<file path="src/rtl/branch_redirect_ctrl_pkg.sv">
// Shared types and constants for the branch redirect controller and its predictor table.
package branch_redirect_ctrl_pkg;

    typedef enum logic [0:0] {
        ST_IDLE = 1'b0,
        ST_HOLD = 1'b1
    } state_t;

    localparam logic [1:0]  CTR_RESET = 2'b01;
    localparam int unsigned CTR_W     = 2;
    localparam int unsigned CNT_W     = 32;

    // Saturating 2-bit counter step toward taken/not-taken.
    function automatic logic [CTR_W-1:0] ctr_next(input logic [CTR_W-1:0] ctr, input logic taken);
        logic [CTR_W-1:0] res;
        res = ctr;
        if (taken) begin
            if (ctr != 2'b11) res = ctr + CTR_W'(1);
        end else begin
            if (ctr != 2'b00) res = ctr - CTR_W'(1);
        end
        return res;
    endfunction

endpackage

</file>
<file path="src/rtl/branch_bht.sv">
// Branch history table: 2-bit saturating counters, one lookup port and one update port.
module branch_bht
    import branch_redirect_ctrl_pkg::*;
#(
    parameter int unsigned IDX_W = 4
) (
    input  logic             clk,
    input  logic             rst_n,
    input  logic [IDX_W-1:0] lookup_idx,
    output logic             lookup_taken,
    input  logic             upd_en,
    input  logic [IDX_W-1:0] upd_idx,
    input  logic             upd_taken
);

    localparam int unsigned ENTRIES = 1 << IDX_W;

    logic [CTR_W-1:0] ctr [ENTRIES];

    // Counter storage; reset to weakly not-taken, train on update.
    always_ff @(posedge clk or negedge rst_n) begin
        if (!rst_n) begin
            for (int i = 0; i < int'(ENTRIES); i++) begin
                ctr[i] <= CTR_RESET;
            end
        end else if (upd_en) begin
            ctr[upd_idx] <= ctr_next(ctr[upd_idx], upd_taken);
        end
    end

    // Lookup reads the stored value, so a same-cycle update is not visible yet.
    assign lookup_taken = ctr[lookup_idx][1];

endmodule

</file>
<file path="src/rtl/branch_redirect_ctrl.sv">
// Branch resolve / mispredict redirect controller with a small bimodal predictor.
module branch_redirect_ctrl
    import branch_redirect_ctrl_pkg::*;
#(
    parameter int unsigned DATA_WITDH = 32,
    parameter int unsigned BHT_IDX    = 4
) (
    input  logic                  clk,
    input  logic                  rst_n,
    input  logic                  ex_valid,
    input  logic                  ex_is_br,
    input  logic                  ex_taken,
    input  logic                  ex_pred_taken,
    input  logic [DATA_WITDH-1:0] ex_pc,
    input  logic [DATA_WITDH-1:0] ex_target,
    input  logic [DATA_WITDH-1:0] if_pc,
    output logic                  pred_taken,
    output logic                  redir_valid,
    input  logic                  redir_ready,
    output logic [DATA_WITDH-1:0] redir_pc,
    output logic                  flush,
    output logic                  stall,
    output logic [CNT_W-1:0]      mispred_cnt
);

    state_t state;
    state_t state_nxt;
    logic   resolve;
    logic   mispredict;
    logic   unused_if_pc_bits;

    assign resolve    = ex_valid && (state == ST_IDLE);
    assign mispredict = resolve && (ex_taken != ex_pred_taken);

    // Fetch PC bits outside the table index carry no information for the predictor.
    assign unused_if_pc_bits = ^{if_pc[DATA_WITDH-1:BHT_IDX+2], if_pc[1:0]};

    // Predictor table; only conditional branches train it.
    branch_bht #(
        .IDX_W (BHT_IDX)
    ) u_bht (
        .clk          (clk),
        .rst_n        (rst_n),
        .lookup_idx   (if_pc[BHT_IDX+1:2]),
        .lookup_taken (pred_taken),
        .upd_en       (resolve && ex_is_br),
        .upd_idx      (ex_pc[BHT_IDX+1:2]),
        .upd_taken    (ex_taken)
    );

    // State register.
    always_ff @(posedge clk or negedge rst_n) begin
        if (!rst_n) begin
            state <= ST_IDLE;
        end else begin
            state <= state_nxt;
        end
    end

    // Next state: enter HOLD on mispredict, leave on redirect handshake.
    always_comb begin
        state_nxt = state;
        case (state)
            ST_IDLE: if (mispredict) state_nxt = ST_HOLD;
            ST_HOLD: if (redir_ready) state_nxt = ST_IDLE;
            default: state_nxt = ST_IDLE;
        endcase
    end

    // State-decoded outputs.
    always_comb begin
        redir_valid = 1'b0;
        stall       = 1'b0;
        if (state == ST_HOLD) begin
            redir_valid = 1'b1;
            stall       = 1'b1;
        end
    end

    // Redirect target, first-HOLD-cycle flush pulse and mispredict counter.
    always_ff @(posedge clk or negedge rst_n) begin
        if (!rst_n) begin
            redir_pc    <= '0;
            flush       <= 1'b0;
            mispred_cnt <= '0;
        end else begin
            flush <= mispredict;
            if (mispredict) begin
                redir_pc <= ex_taken ? ex_target : ex_pc + DATA_WITDH'(4);
                if (mispred_cnt != '1) begin
                    mispred_cnt <= mispred_cnt + CNT_W'(1);
                end
            end
        end
    end

endmodule

</file>
<file path="config.mk">
export PLATFORM = sky130hd
export DESIGN_NAME = branch_redirect_ctrl
export DESIGN_NICKNAME = d
export VERILOG_FILES = /design/src/rtl/branch_redirect_ctrl_pkg.sv /design/src/rtl/branch_bht.sv /design/src/rtl/branch_redirect_ctrl.sv
export SDC_FILE = /design/constraint.sdc
export NUM_CORES = 1
export LEC_CHECK = 0
export BUFFER_PORTS_ARGS = -buffer_cell sky130_fd_sc_hd__clkbuf_2
export CELL_PAD_IN_SITES_DETAIL_PLACEMENT = 1
export CELL_PAD_IN_SITES_GLOBAL_PLACEMENT = 2
export CORE_ASPECT_RATIO = 1.5
export CORE_MARGIN = 1.5
export CORE_UTILIZATION = 34
export CTS_CLUSTER_SIZE = 14
export DETAILED_ROUTE_END_ITERATION = 8
export PLACE_DENSITY = 0.83
export SYNTH_ARGS = -nofsm -noshare
export SYNTH_HDL_FRONTEND = slang
export SYNTH_HIERARCHICAL = 1
export SYNTH_SLANG_ARGS = --single-unit
</file>
<file path="constraint.sdc">
create_clock -name clk -period 5.35 [get_ports clk]
set_clock_uncertainty 0.15 [all_clocks]
set_input_delay 0.535 -clock clk [delete_from_list [all_inputs] [get_ports clk]]
set_output_delay 0.535 -clock clk [all_outputs]
set_load 0.01 [all_outputs]
</file>
==> summary by stage, run 1 <==
Status
The flow ran to the end, and the final reports show no timing, DRC or antenna violations.

Logic synthesis
Ranked by total cell area, the synthesized netlist is headed by dfrtp_1 (38%), dfstp_2 (7.7%), xnor2_1 (6.8%). The cell area after synthesis is 0.005446 mm². The post-synthesis cell type count is 46.

The flip-flop cell with the highest count after synthesis is dfrtp_1. In this run, synthesis inferred 0 flip-flops with an integrated enable. The post-synthesis async set-or-reset flop share is 100.0%. The cell type with the highest aggregate area in the netlist is dfrtp_1. The number of nets handed over by synthesis was 627. The share of the Yosys chip area taken by registers is 45.39%. The post-synthesis cell count is 522. In this run the biggest area consumer among cell types represents 37.68% of the synthesized area. During synthesis, Yosys emitted a total of 6 warnings. In this run the mean area of a mapped cell was 10.43 µm².

After synthesis the netlist holds a flip-flop and latch count of 98.

Worst hold path
The class of the tightest hold or removal check is in2async.

Clocking
The buffer cell driving the clock tree root is clkbuf_16. The H-tree was split into 3 levels. Clock tree synthesis found a total of 98 sinks. TritonCTS created 9 clock buffers. TritonCTS built the clock tree. The clock passes through at most 2 buffers. The hold buffer count at CTS is 0. After clock tree synthesis, the setup repair step added 0 buffers. The clock-pin slew of the registers on the worst-case setup and hold paths is 70 ps. After clock tree synthesis, the repair step resized 0 gates. The clock latency reported for the late side of the worst-skew pair is 350 ps.

Timing
The routed design could run at a clock period as short as 3055 ps. The final-report hold violation count came to 0. Setup violations remaining at the end of the flow were counted as 0.

The total negative setup slack is 0 ps. For the pin with the worst max-slew slack, the measured transition is 1052 ps. Based on the critical path, the design can be clocked at up to 327.3 MHz. The number of pins with negative max-slew slack in the final report is 0. Measured against its own limit, the worst slew margin works out to 29.88%. The post-route fraction of the period consumed by the critical path is 57.10%. Setup repair after global routing left no endpoint under its margin. The worst hold margin is 71.83 ps.

Power
The final total power is 2.218 mW. The power density of the placed cells is 333.2 mW/mm². The analysis attributes to cell leakage a power of 3.008 nW. VDD sags by at most 0.0001638 V.

Global routing
The via count of the first global-routing pass is 4937. Entering global routing, the biggest net connects 57 pins. The initial antenna violation count is 0.

The first global-routing pass estimated 25330 µm of wire. The total routing resource utilization after global routing is 19.35%. The total global routing overflow is 0.

Run
The tool flagged a number of max-cap violations equal to 0.

Detailed routing
The per-cell routed wire length is 18.39 µm. The highest signal layer in the routed design is met4. The initial detailed-routing violation count is 140. The via density per instance is 5.271. After detailed routing, the total wire length is 15870 µm.

In the routed design, unresolved DRC markers number 0. The wire length on met3 is 738 µm. The remaining antenna violation count is 0.

The routed layout has 4549 vias. The detailed-router iteration count before antenna repair is 4. The detailed router put a total of 6061 µm of wire on met1.

Summed over all nets, wire length on met2 after detailed routing comes to 8875 µm.

Floorplanning
The die width is 106.3 µm. The count of standard-cell rows is 56. The initial cell density of the core is 34.86%. The total I/O pin count is 171. The standard cell core area is 0.01563 mm². The floorplan step defined a die boundary enclosing 0.01680 mm². The height of the die is 158.0 µm.

Critical path
The kind of launch point of the worst setup path is a primary input. The kind of end point of the critical path is a register. Data on the critical path is required at its endpoint by 5390 ps. The setup check on the worst reg-to-reg path leaves a slack of 2480 ps. The path type of the worst setup path is in2reg. Data arrives at the worst endpoint at 3100 ps. The maximum fanout encountered on the critical timing path is 50.

Place
The count of port buffers added during placement is 142. The placer's final routability congestion estimate is 0.8092. After legalization and detailed placement, the total HPWL measured 11990 µm.

Cells and area
For this run, the post-layout net count is 760. In the layout the commonest cells are clkbuf_2 (141), dfrtp_1 (82), nor2_1 (46). The fraction of final layout cells with drive strength greater than 1 is 35.45%. Compared with the post-synthesis result, the final layout area differs by 22.26%.

The commonest non-fill, non-tap cell in the layout is clkbuf_2. The antenna diode count is 0.
critical path: stages:
cell and delay [ps]:
clkbuf_2 140, xnor2_1 230, nand2b_2 860, inv_1 710
and3_1 400, a21oi_1 100, o21ai_0 110
cell families after synthesis:
group / Yosys count / share of synthesized area, %
AOI/OAI and AO/OA: 68 / 8.316
xor gates and xnor gates: 55 / 8.844
adders and majority gates: 4 / 0.8729
buffers and inverters: 32 / 2.504
DFF: 98 / 45.39
muxes: 55 / 13.81
and+or+nand+nor: 210 / 20.26
Yosys cell counts (2+ instances only):
| library cell | number |
|---|---|
| mux2i_1 | 11 |
| nor4_1 | 7 |
| buf_2 | 4 |
| and2_1 | 2 |
| nand3_1 | 37 |
| maj3_2 | 2 |
| nand2_1 | 42 |
| and4_1 | 11 |
| nor2_1 | 46 |
| a31oi_1 | 9 |
| xnor2_1 | 42 |
| o211ai_2 | 2 |
| mux2_2 | 31 |
| ha_1 | 2 |
| nor2b_1 | 5 |
| xor2_1 | 13 |
| a21oi_1 | 15 |
| o21ai_0 | 21 |
| nor3_1 | 15 |
| nand3b_1 | 2 |
| dfstp_2 | 16 |
| dfrtp_1 | 82 |
| o211ai_1 | 8 |
| and3_1 | 12 |
| buf_1 | 2 |
| nand2b_1 | 7 |
| a2111oi_4 | 2 |
| nand4_1 | 13 |
| and3_2 | 2 |
| clkbuf_1 | 14 |
| o22ai_1 | 8 |
| inv_1 | 10 |
| mux4_2 | 13 |
| or4_1 | 2 |
stage by stage:
stage          std cells  setup slack, ps  utilization [%]  area [µm²]
2_1_floorplan        522             2901                -        5446
3_3_place_gp         847             1911            40.53        6332
3_5_place_dp         847             1840            40.53        6332
4_1_cts              863             2209            42.62        6659
5_1_grt              863             1982            42.62        6659
6_report             863             2295            42.62        6659
cell type report:
| class | instances | area (µm²) |
|---|---|---|
| Clock buffer | 10 | 239.0 |
| Multi-Input combinational cell | 392 | 2840 |
| Clock inverter | 6 | 87.58 |
| Tap cell | 203 | 254.0 |
| Sequential cell | 98 | 2472 |
| Fill cell | 1788 | 8966 |
| Timing Repair Buffer | 144 | 728.2 |
| Inverter | 10 | 37.54 |
worst paths after layout:
kind	from	cells after the start	to
worst max-delay path	ex_taken	7	redir_pc[17]
worst min-delay path	rst_n	1	mispred_cnt[26]
worst max register to register	state	6	redir_pc[17]
worst min register to register	redir_pc[23]	2	redir_pc[23]
max in group asynchronous	rst_n	2	redir_pc[12]
min in group clk	redir_ready	2	state
routing by layer:
layer / up-vias / GRT usage [%]
li1: 2161 / -
met3: 10 / 4.529
met2: 104 / 37.73
met5: - / 0
met1: 2274 / 20.76
met4: 0 / 4.569
power breakdown:
group          internal, mW  leakage [nW]  switching [mW]
logic                 0.225          1.62           0.281
registers             0.898          1.23           0.100
clock network         0.424         0.163           0.291
total                  1.55          3.01           0.672
sequential cells by signal, indices dropped and copies added (netlist names):
register and flops:
mispred_cnt 32, u_bht/ctr 32, redir_pc 32, flush 1, state 1
No activity file was read; power rests on OpenSTA's default activity.
==> run 2: changes to the inputs <==
CORE_UTILIZATION = 31   (was 34)
PLACE_DENSITY = 0.76   (was 0.83)
clock period = 3.19 ns   (was 5.35 ns; I/O delays follow)
==> summary by stage, run 2 (synthesized netlist as in run 1, its figures left out) <==
Global routing
The initial antenna violation count is 0 (unchanged). The wire length of the first global-routing pass is 26170 µm (was 25330 µm). The pin count of the biggest net entering global routing is 61 (was 57). The via count of the first global-routing pass is 5088 (was 4937). The total routing resource utilization after global routing came to 17.91% (was 19.35%). The total global routing overflow came to 0 (unchanged).

Cells and area
The antenna diode count is 0 (unchanged). The sequential cell area is 0.002472 mm² (unchanged). The commonest non-fill, non-tap cell in the layout is clkbuf_2 (unchanged). The area added between synthesis and finish came to 23.64% (was 22.26%). The number of filler instances in the final layout is 2004 (was 1788). The final non-filler cell total came to 880 (was 863). The utilization after layout is 38.98% (was 42.62%). Registers with the highest flip-flop counts: mispred_cnt (32), redir_pc (32), u_bht/ctr (32) (unchanged). The net count of the finished layout is 767 (was 760).

The fraction of final layout cells with drive strength greater than 1 was 35.68% (was 35.45%). The final non-filler cell area is 0.006734 mm² (was 0.006659 mm²). The footprint of the multi-input gates is 0.002840 mm² (unchanged).

Leading cell types in the layout, fill and taps excluded: clkbuf_2 (141), dfrtp_1 (82), nor2_1 (46) (unchanged).

Status
Outcome: complete, no violations (unchanged).

Critical path
The critical register-to-register path startpoint is state (unchanged). The depth of the worst register-to-register path is 5 (was 6). The arrival time at the worst endpoint came to 2720 ps (was 3100 ps).

The required time reported for the critical path endpoint is 3310 ps (was 5390 ps). The path type of the worst setup path is reg2reg (was in2reg). Worst path cell trace: nand2b_1, or4_1, a2111oi_4, and4_1, xor2_1 (was clkbuf_2, xnor2_1, nand2b_2, inv_1, and3_1, a21oi_1, o21ai_0). The critical path buffer and inverter count came to 0 (was 2).

The cell class contributing the biggest share of worst-path delay is simple AND/OR/NAND/NOR gates (unchanged). The kind of launch point of the worst setup path is a register (was primary input). The endpoint of the lowest-slack register-to-register path is mispred_cnt[23] (was redir_pc[17]). The reg2reg setup slack is 590 ps (was 2480 ps). The highest cell delay on the worst timing path is 730 ps (was 860 ps). The kind of end point of the critical path is a register (unchanged). The slowest cell on the critical path is or4_1 (was nand2b_2).

The maximum fanout encountered on the critical timing path is 7 (was 50).

Clocking
The hold buffer count at CTS is 2 (was 0). The CTS tree is built (unchanged). The clock latency reported for the late side of the worst-skew pair is 340 ps (was 350 ps). The number of instances resized during post-cts repair is 0 (unchanged). The clock-pin slew of the registers on the worst-case setup and hold paths is 70 ps (about the same). The post-CTS repair timing setup buffer count is 0 (unchanged). The buffer cell driving the clock tree root was clkbuf_16 (unchanged). The maximum clock insertion buffer count is 2 (unchanged). The maximum level of the CTS H-tree is 3 (unchanged). The number of clock buffers inserted by TritonCTS was 9 (unchanged).

The number of clock sinks was 98 (unchanged).

Timing
The transition time at the pin with the least slew margin is 886.4 ps (was 1052 ps). The remaining max-slew budget at the tightest pin is 40.84% (was 29.88%). The smallest clock period supported by the final layout is computed as 2601 ps. The number of pins with negative max-slew slack in the final report is 0 (unchanged).

The number of setup violations in the final report is 0 (unchanged). Setup repair after global routing missed its margin: no (unchanged). The highest clock rate is 384.4 MHz. The final-report hold violation count is 0 (unchanged).

In the finished design, the share of the clock period the worst path needs comes to 81.55%. The total negative setup slack was 0 ps (unchanged). The worst hold margin came to 90.16 ps (was 71.83 ps). The post-route worst setup slack is 588.7 ps (was 2295 ps).

Detailed routing
The detailed-router iteration count before antenna repair is 4 (unchanged). The remaining antenna violation count is 0 (unchanged). The per-cell routed wire length is 18.47 µm (was 18.39 µm). The post-detailed-route DRC marker count is 0 (unchanged). The number of vias in the routed layout is 4675 (was 4549). The via density per instance is 5.313 (was 5.271). The wire length after detailed routing was 16250 µm (was 15870 µm). The initial detailed-routing violation count is 123 (was 140).

Floorplanning
The total I/O pin count came to 171 (unchanged). The count of standard-cell rows is 59 (was 56). The standard cell core area is 0.01727 mm² (was 0.01563 mm²). The initial cell density of the core came to 31.53% (was 34.86%).

The die width is 111.2 µm (was 106.3 µm). The height of the die is 165.3 µm (was 158.0 µm). The overall die area came to 0.01839 mm² (was 0.01680 mm²).

Place
The count of port buffers added during placement was 142 (unchanged). The count of placed standard cells including taps is 862 (was 847). The half-perimeter wire length after detailed placement is 12470 µm (was 11990 µm). The placed instance area is 0.006395 mm² (was 0.006332 mm²). The setup slack after placement is 577.4 ps (was 1840 ps).

The placer's final routability congestion estimate came to 0.8419 (was 0.8092).

Power
The worst ir drop on vdd is 0.0002604 V (was 0.0001638 V). The power density of the placed cells is 551.4 mW/mm² (was 333.2 mW/mm²). The final total power is 3.713 mW (was 2.218 mW).

The leakage power figure is 3.034 nW (was 3.008 nW).

Worst hold path
The endpoint of the worst hold-timing path is redir_pc[16]. The worst hold path passes through 3 cells. The class of the tightest hold or removal check is in2reg (was in2async). The startpoint identified for the worst hold timing path is ex_target[16].

Run
The max-capacitance violation count is 0 (unchanged).
[run 2: cell count changes in the layout (fill, tap and decap cells not counted), sizes merged]
cell / change
clkinv: -1
clkinvlp: +1
dlygate4sd3: +2
buf: +5
[run 2: metal layers]
layer / global-route usage (%) / up-vias / share of wire, %
li1: - / 2170 / -
met1: 19.49 / 2353 / 38
met2: 34.38 / 128 / 55
met3: 3.723 / 24 / 4.7
met4: 6.099 / 0 / 2.3
met5: 0 / - / 0
[run 2: report_power, final]
part	leakage [nW]	switching, mW	internal [mW]	total (mW)
clock	0.153	0.488	0.691	1.18
combinational	1.66	0.471	0.385	0.857
sequential	1.23	0.172	1.51	1.68
total	3.03	1.13	2.58	3.71
[run 2: how the worst max path moves through the flow]
stage | from | endpoint | cells after the start
after floorplan | mispred_cnt[0] | mispred_cnt[8] | 6
after global placement | ex_taken | mispred_cnt[23] | 6
after detailed placement | state | mispred_cnt[23] | 5
after CTS | mispred_cnt[0] | mispred_cnt[8] | 7
after global routing | mispred_cnt[0] | mispred_cnt[6] | 7
final | state | mispred_cnt[23] | 5
[run 2: worst reg2reg max path, stage by stage (launching register included)]
cell and delay [ps]:
dfrtp_1 420, nand2b_1 220, or4_1 730, a2111oi_4 580, and4_1 290, xor2_1 150
[run 2: layout make-up]
| cell class | count | share of cell area, % |
|---|---|---|
| Inverter | 10 | 0.5574 |
| Timing Repair Buffer | 151 | 11.85 |
| Sequential cell | 98 | 36.71 |
| Tap cell | 213 | 3.958 |
| Clock buffer | 10 | 3.400 |
| Multi-Input combinational cell | 392 | 42.18 |
| Clock inverter | 6 | 1.338 |
==> run 3: changes to the inputs <==
clock period = 2.4 ns   (was 3.19 ns; I/O delays follow)
==> summary by stage, run 3 (synthesized netlist as in run 1, its figures left out) <==
Floorplanning
The height of the die is 165.3 µm (unchanged). The count of standard-cell rows is 59 (unchanged). The total I/O pin count came to 171 (unchanged). The initial cell density of the core is 31.53% (unchanged). The standard cell core area was 0.01727 mm² (unchanged).

The die width came to 111.2 µm (unchanged). The overall die area is 0.01839 mm² (unchanged).

Cells and area
The commonest non-fill, non-tap cell in the layout is clkbuf_2 (unchanged). The fraction of final layout cells with drive strength greater than 1 is 39.39% (was 35.68%). Registers with the highest flip-flop counts: mispred_cnt (32), redir_pc (32), u_bht/ctr (32) (unchanged). Leading cell types in the layout, fill and taps excluded: clkbuf_2 (141), dfrtp_1 (81), nor2_1 (44) (was clkbuf_2 (141), dfrtp_1 (82), nor2_1 (46)). The final non-filler cell total was 906 (was 880). The final non-filler cell area is 0.006975 mm² (was 0.006734 mm²). The utilization after layout came to 40.38% (was 38.98%). The net count of the finished layout was 793 (was 767). The antenna diode count is 0 (unchanged). The number of filler instances in the final layout is 2042 (was 2004). The area added between synthesis and finish was 28.07% (was 23.64%).

Critical path
The path type of the worst setup path is reg2reg (unchanged). The depth of the worst register-to-register path was 5 (unchanged). The required time reported for the critical path endpoint is 2480 ps (was 3310 ps). The arrival time at the worst endpoint is 2370 ps (was 2720 ps).

The kind of launch point of the worst setup path is a register (unchanged). The maximum fanout encountered on the critical timing path is 5 (was 7). The launching element of the worst setup path is state (unchanged). The critical register-to-register path startpoint is state (unchanged). The kind of end point of the critical path was a register (unchanged).

Place
The half-perimeter wire length after detailed placement is 12780 µm (was 12470 µm). The placer's final routability congestion estimate came to 0.8211 (was 0.8419). The count of port buffers added during placement is 142 (unchanged).

The setup slack after placement was 25.08 ps (was 577.4 ps). The count of placed standard cells including taps is 884 (was 862). The placed instance area is 0.006560 mm² (was 0.006395 mm²).

Global routing
The wire length of the first global-routing pass is 26680 µm (was 26170 µm). The pin count of the biggest net entering global routing is 47 (was 61). The met1 usage in global routing is 20.54% (was 19.49%).

The via count of the first global-routing pass is 5132 (was 5088). The total global routing overflow is 0 (unchanged). The total routing resource utilization after global routing is 18.24% (was 17.91%).

The initial antenna violation count came to 0 (unchanged). The met3 track utilization from global routing came to 4.015% (was 3.723%). The met2 track demand over resource in global routing came to 34.75% (was 34.38%).

The busiest metal layer after global routing is met2 (unchanged).

Timing
The minimum clock period after layout is 2285 ps (was 2601 ps). Setup repair after global routing missed its margin: yes (was no). The highest clock rate is 437.6 MHz (was 384.4 MHz). The worst hold margin was 10.26 ps (was 90.16 ps).

The total negative setup slack is 0 ps (unchanged). The remaining max-slew budget at the tightest pin came to 61.30% (was 40.84%). The post-route fraction of the period consumed by the critical path is 95.23% (was 81.55%). The transition time at the pin with the least slew margin is 580.5 ps (was 886.4 ps). The number of setup violations in the final report came to 0 (unchanged). The final-report hold violation count is 0 (unchanged). The post-route worst setup slack is 114.6 ps (was 588.7 ps).

The number of pins with negative max-slew slack in the final report came to 0 (unchanged).

Worst hold path
The hold path startpoint is ex_target[24] (was ex_target[16]). The class of the tightest hold or removal check is in2reg (unchanged). The worst hold path cell count is 3 (unchanged).

Power
The clock network power share is 31.5% (was 31.8%). The relative contribution of combinational cells to total power is 24.2% (was 23.1%). The power dissipated by switching net loads is 1.557 mW (was 1.131 mW). The power density of the placed cells came to 722.6 mW/mm² (was 551.4 mW/mm²). The final total power is 5.040 mW (was 3.713 mW). The leakage power figure is 3.164 nW (was 3.034 nW).

The internal power consumption is 3.483 mW (was 2.582 mW). The fraction of power consumed by sequential logic was 44.2% (was 45.2%). The worst ir drop on vdd is 0.0003376 V (was 0.0002604 V). The switching power as a share of total power is 30.89% (was 30.47%).

Detailed routing
The initial detailed-routing violation count is 147 (was 123). The detailed-router iteration count before antenna repair is 4 (unchanged). The number of vias in the routed layout came to 4722 (was 4675). The remaining antenna violation count is 0 (unchanged). The post-detailed-route DRC marker count is 0 (unchanged). The wire length after detailed routing is 16530 µm (was 16250 µm).

The per-cell routed wire length was 18.25 µm (was 18.47 µm). The via density per instance was 5.212 (was 5.313).

Clocking
The number of clock buffers inserted by TritonCTS came to 9 (unchanged). The number of clock sinks is 98 (unchanged). The maximum clock insertion buffer count is 2 (unchanged). The clock latency reported for the late side of the worst-skew pair is 350 ps (was 340 ps). The buffer cell driving the clock tree root is clkbuf_16 (unchanged). The clock-pin slew of the registers on the worst-case setup and hold paths came to 70 ps (about the same). The maximum level of the CTS H-tree came to 3 (unchanged). The CTS tree was built (unchanged).

Run
The max-capacitance violation count was 0 (unchanged).

Status
Outcome: complete, no violations (unchanged).
==> run 3: cell types whose count changed in the layout (fill, tap and decap cells not counted), moves of 2 or more <==
cell and delta:
buf_4 +24, clkinv_2 +2, dlygate4sd3_1 +2, nor2_1 -2, nor2_2 +2
==> run 3: worst paths after layout <==
path / endpoint / slack [ps]
worst min register to register: redir_pc[8] / 330
worst min-delay path: redir_pc[24] / 10
worst max-delay path: mispred_cnt[15] / 110
min in group asynchronous: mispred_cnt[29] / 220
max in group asynchronous: u_bht/ctr[16] / 1200
worst max register to register: mispred_cnt[15] / 110
==> run 3: area by class of cell <==
cell class	count	area (µm²)	area share, %
multi-input combinational	392	2878	41.26
sequential	98	2474	35.46
timing repair buffer	177	998.5	14.31
inverter	10	41.29	0.5919
clock inverter	7	92.59	1.327
tap	213	266.5	3.821
clock buffer	9	225.2	3.229
==> run 3: power groups by stage <==
| stage | registers, mW | clock network, mW | logic (mW) |
|---|---|---|---|
| after detailed placement | 2.25 | 0 | 1.21 |
| final | 2.23 | 1.59 | 1.22 |
| after global placement | 2.23 | 0 | 1.17 |
| after CTS | 2.23 | 1.63 | 1.22 |
| after global routing | 2.27 | 1.68 | 1.36 |
| after floorplan | 2.31 | 0 | 0.546 |
==> run 3: worst max-delay path: stages, from the launching register on <==
cell	delay (ps)
dfrtp_1	410
nand2b_1	200
or4_1	620
buf_4	200
nor4_1	220
mux2_2	370
==> run 3: what timing repair did <==
item | CTS | global route
hold buffers | 4 | 0
resized for setup | 1 | 10
cloned | 0 | 0
setup endpoints to repair | 1 | 24
hold endpoints to repair | 21 | 0
setup buffers | 0 | 2
pin swaps | 0 | 1
==> run 3: layer usage <==
layer	vias up	share of wire, %
li1	2215	-
met1	2390	39
met2	102	55
met3	15	4.4
met4	0	1.5
met5	-	0
